<file path="src/rtl/vend_controller.sv">
// Vending controller: five-slot inventory, coin collection with timeout,
// one-cycle dispense/refund with registered strobes.
module vend_controller #(
  parameter int COIN_TIMEOUT = 15
) (
  input  logic        clock,
  input  logic        reset,
  input  logic [10:0] p0,
  input  logic [10:0] p1,
  input  logic [10:0] p2,
  input  logic [10:0] p3,
  input  logic [10:0] p4,
  input  logic        load,
  input  logic        select_valid,
  input  logic [2:0]  select_id,
  input  logic        coin_valid,
  input  logic [3:0]  coin_value,
  input  logic        cancel,
  output logic        dispense,
  output logic [2:0]  dispense_id,
  output logic        change_valid,
  output logic [4:0]  change,
  output logic        coin_reject,
  output logic        sold_out,
  output logic        error,
  output logic [4:0]  credit,
  output logic        busy,
  output logic [10:0] inv0,
  output logic [10:0] inv1,
  output logic [10:0] inv2,
  output logic [10:0] inv3,
  output logic [10:0] inv4
);

  localparam int TW = $clog2(COIN_TIMEOUT + 1);
  localparam logic [TW-1:0] TLAST = TW'(COIN_TIMEOUT - 1);

  typedef enum logic [1:0] {
    IDLE,
    COLLECT,
    DISPENSE,
    REFUND
  } state_t;

  state_t        state;
  logic [10:0]   slot [5];
  logic [2:0]    sel_idx;
  logic [3:0]    price;
  logic [TW-1:0] tcnt;

  logic        hit;
  logic [2:0]  hit_idx;
  logic [10:0] hit_slot;
  logic [5:0]  sum;
  logic        accept;
  logic [4:0]  new_credit;
  logic        to_refund;

  // Descending scan so the lowest matching index wins.
  always_comb begin
    hit     = 1'b0;
    hit_idx = '0;
    for (int i = 4; i >= 0; i--) begin
      if (slot[i][10:8] == select_id) begin
        hit     = 1'b1;
        hit_idx = 3'(i);
      end
    end
  end

  assign hit_slot   = slot[hit_idx];
  assign sum        = {1'b0, credit} + {2'b0, coin_value};
  assign accept     = coin_valid && !sum[5];
  assign new_credit = accept ? sum[4:0] : credit;
  assign to_refund  = cancel || (!accept && tcnt == TLAST);

  always_ff @(posedge clock) begin
    if (reset) begin
      state        <= IDLE;
      credit       <= '0;
      tcnt         <= '0;
      sel_idx      <= '0;
      price        <= '0;
      dispense     <= 1'b0;
      dispense_id  <= '0;
      change_valid <= 1'b0;
      change       <= '0;
      coin_reject  <= 1'b0;
      sold_out     <= 1'b0;
      error        <= 1'b0;
      for (int i = 0; i < 5; i++) slot[i] <= '0;
    end else begin
      dispense     <= 1'b0;
      dispense_id  <= '0;
      change_valid <= 1'b0;
      change       <= '0;
      coin_reject  <= coin_valid && state != COLLECT;
      sold_out     <= 1'b0;
      error        <= 1'b0;
      unique case (state)
        IDLE: begin
          if (load) begin
            slot[0] <= p0;
            slot[1] <= p1;
            slot[2] <= p2;
            slot[3] <= p3;
            slot[4] <= p4;
          end else if (select_valid) begin
            if (!hit) begin
              error <= 1'b1;
            end else if (hit_slot[7:4] == 4'd0) begin
              sold_out <= 1'b1;
            end else begin
              sel_idx <= hit_idx;
              price   <= hit_slot[3:0];
              tcnt    <= '0;
              state   <= COLLECT;
            end
          end
        end
        COLLECT: begin
          coin_reject <= coin_valid && !accept;
          credit      <= new_credit;
          tcnt        <= accept ? '0 : tcnt + 1'b1;
          if (to_refund) begin
            change_valid <= 1'b1;
            change       <= new_credit;
            state        <= REFUND;
          end else if (new_credit >= {1'b0, price}) begin
            dispense     <= 1'b1;
            dispense_id  <= slot[sel_idx][10:8];
            change_valid <= 1'b1;
            change       <= new_credit - {1'b0, price};
            state        <= DISPENSE;
          end
        end
        DISPENSE: begin
          if (slot[sel_idx][7:4] != 4'd0)
            slot[sel_idx][7:4] <= slot[sel_idx][7:4] - 4'd1;
          credit <= '0;
          state  <= IDLE;
        end
        REFUND: begin
          credit <= '0;
          state  <= IDLE;
        end
      endcase
    end
  end

  assign busy = (state != IDLE);
  assign inv0 = slot[0];
  assign inv1 = slot[1];
  assign inv2 = slot[2];
  assign inv3 = slot[3];
  assign inv4 = slot[4];

endmodule

</file>
<file path="config.mk">
export PLATFORM = sky130hd
export DESIGN_NAME = vend_controller
export DESIGN_NICKNAME = d
export VERILOG_FILES = /design/src/rtl/vend_controller.sv
export SDC_FILE = /design/constraint.sdc
export NUM_CORES = 1
export LEC_CHECK = 0
export CORE_ASPECT_RATIO = 0.9
export CORE_MARGIN = 3
export CORE_UTILIZATION = 30
export DETAILED_ROUTE_END_ITERATION = 8
export PLACE_DENSITY = 0.58
export SKIP_LAST_GASP = 1
export SLEW_MARGIN = 20
export SYNTH_ARGS = -nofsm -noshare
export SYNTH_HDL_FRONTEND = slang
export SYNTH_SLANG_ARGS = --single-unit
</file>
<file path="constraint.sdc">
create_clock -name clock -period 4.9 [get_ports clock]
set_input_delay 0.49 -clock clock [delete_from_list [all_inputs] [get_ports clock]]
set_output_delay 0.49 -clock clock [all_outputs]
set_load 0.05 [all_outputs]
</file>
==> flow_summary.ini <==
[critical_path]
cp-start-kind = input port
cp_cell_sequence = clkdlybuf4s50_1 -> ha_1 -> a21o_1 -> a21o_1 -> a21oi_1 -> o21ai_1 -> mux2i_1 -> ha_1 -> nor2b_1 -> o21ai_0 -> nand2b_1 -> a31o_2 -> a211o_1 -> o21ai_0 -> nor2_1
required_ns = 5.11
crit_buf_inv = 1
path_delay_family = compound AO/OA/AOI/OAI gates
critPathCaptureType = register
r2r_cells = 14
cpPeakStageDelay_ns = 0.54
crit_fanout = 8
worstSetupPathDepth = 15
path_class = in -> reg
crit_slowest_cell = o21ai_1
cp_data_arrival_time_ns = 4.47

[synthesis]
yosys.area.top_type_share_pct = 39.7
syn_nets = 533
synth_compound_area_share_pct = 10.6
yosys.area_share.simple_pct = 17.2
synth_seq_cells = 101
synth_largest_area_cell = edfxtp_1
synth.yosys.seq_area_share_pct = 53.2
synth_top_cells_by_area = edfxtp_1, dfxtp_1, mux4_2
netlist_instances = 452
syn_area_um2 = 5060
synth.distinct_cells = 57
synth_ff_type = edfxtp_1
yosys-mux-area-fraction_pct = 7.88
synthAdderAreaFrac_pct = 3.51
async_flop_share_pct = 0
synth_xor_area_share_pct = 3.80
yosysWarnings = 0
postSynthAreaPerCell_um2 = 11.2
synth_top_family_by_area = simple AND/OR/NAND/NOR gates
synth-edff-count = 67

[pwr]
switchingPower_uw = 823
p_seq_share_pct = 40.6
p_leak_nw = 2.65
internal_power_mw = 1.77
power.total_mw = 2.59
p_clk_share_pct = 30.6
sw_frac_of_total_pct = 31.7
ir_worst_vdd_uv = 189
pwr-share-comb_pct = 28.8
p_per_area_nw_per_um2 = 372

[clock_tree]
numCtsBuffers = 9
clock_path_buffers = 2
htreeDepth = 3
cts-hold-fix-buffers = 0
path_clk_slew_ns = 0.07
clock_sinks = 101
postCtsSetupBuffers = 0
clockRootBuffer = clkbuf_16
clkLatencyLatePin_ns = 0.35
cts_tree = yes
cts_resized = 0

[job]
drv_cap = 0

[route]
routedWlPerCell_um = 17.7
drt-total-wl_mm = 14.1
drtAntennaViolNets = 0
dr_total_vias = 4019
drc = 0
dr.pass1.iters = 4
post_drt_via_cell_ratio = 5.05
drtIter0Drc = 324

[cells_and_area]
final_cell_mix = clkdlybuf4s50_1, edfxtp_1, nand2_1
design_area_um2 = 6980
area_delta_synth_final_pct = 37.8
final_util_pct = 42.7
final_layout_size_suffix_gt1_share_pct = 7.47
antenna_cells = 0
nets = 665
final_common_cell = clkdlybuf4s50_1

[die]
initial_core_util_pct = 31.0
top_level_ports = 142
die_x_um = 143
dieHeight_um = 129
dieArea_um2 = 18500
rows = 44
core_area_um2 = 16400

[place]
post-dp-hpwl_mm = 11.1
placed_area_um2 = 6640
place.gp.congestion = 0.829
portBuffers = 141

[timing]
skew_ns = 0.0103
fin_setup_tns_ns = 0
worstMarginPinSlew_ns = 0.896
setup_viol = 0
finalMaxSlewViolations = 0
clock.fmax_mhz = 235
timing.final.crit_period_ns = 4.26
hold_violations = 0
slew_headroom_pct = 39.7
rsz0062_at_grt = no
finalCritPeriodShare_pct = 87.0

[global_route]
grt_use_total_pct = 15.5
grt_pass1_wl_mm = 22.0
grt_pass1_vias = 4056
grt_max_degree = 39
antenna_found_initial = 0
gr-total-overflow = 0

[min_path]
hold_path.class = reg -> reg
min_delay_path_depth = 2

[status]
outcome = completed
## metrics by stage
step | std cells | worst slack, ns | hold WS (ns)
detailed placement | 780 | 0.293 | 0.508
CTS | 796 | 0.686 | 0.517
finish | 796 | 0.636 | 0.510
floorplan | 452 | 1.21 | 0.475
global placement | 780 | 0.555 | 0.489
global route | 796 | 0.368 | 0.531
## sequential cells by signal (all words and copies together), names as in the netlist, named ones only
register	cells
tcnt	4
state	2
coin_reject	1
price	4
credit	5
dispense_id	3
dispense	1
error	1
change	5
sold_out	1
slot	67
sel_idx	3
change_valid	1
## power groups by stage
stage,Sequential (mW),Clock [mW],Combinational [mW]
after global routing,1.06,0.842,0.805
final,1.05,0.793,0.747
after global placement,1.07,0,0.742
after CTS,1.06,0.814,0.752
after floorplan,1.24,0,0.311
after detailed placement,1.07,0,0.749
## worst min-delay path, stage by stage (launching register included)
cell,delay (ns)
dfxtp_1,0.34
nand2_1,0.06
o21ai_0,0.06
## layer usage
metal	wire (um)	vias to the layer above	global-route usage, %	part of all wire [%]
met4	89	0	4.92	0.63
met1	6260	1954	20.3	44
met3	817	6	4.17	5.8
met5	0	-	0	0
li1	-	1935	-	-
met2	6930	124	25.1	49
## synth_stat cells, drive strengths merged (4+ instances only)
library cell	instances
o221ai	4
a22oi	4
a21o	5
nand3	12
buf	9
and3	37
mux2	4
nor2	26
nand3b	7
mux4	11
dfxtp	34
nor3b	4
a211oi	6
nand2b	7
nor3	9
clkbuf	14
or4	4
nand2	40
xor2	14
o21ai	30
mux2i	9
inv	21
edfxtp	67
xnor2	8
ha	11
a21oi	18
nor4	6
## worst paths after layout
path	end	startpoint	slack (ns)
setup / recovery	change[4]	coin_value[1]	0.64
hold / removal	credit[0]	credit[0]	0.51
setup reg to reg	change[4]	credit[1]	0.88
hold reg to reg	credit[0]	credit[0]	0.51
## layout make-up
| cell class | instances | area [um2] |
|---|---|---|
| Inverter | 21 | 78.8 |
| Timing Repair Buffer | 144 | 1430 |
| Sequential cell | 101 | 2690 |
| Multi-Input combinational cell | 307 | 2180 |
| Fill cell | 1509 | 9370 |
| Clock buffer | 11 | 264 |
| Tap cell | 207 | 259 |
| Clock inverter | 5 | 78.8 |
## kinds of logic after synthesis
family / count (synthesis)
AOI/OAI and AO/OA: 84
and+or+nand+nor: 164
muxes: 24
buffers and inverters: 44
xor gates and xnor gates: 22
DFF: 101
adders and majority gates: 13
Note: power is estimated with default switching activity, not from simulation.
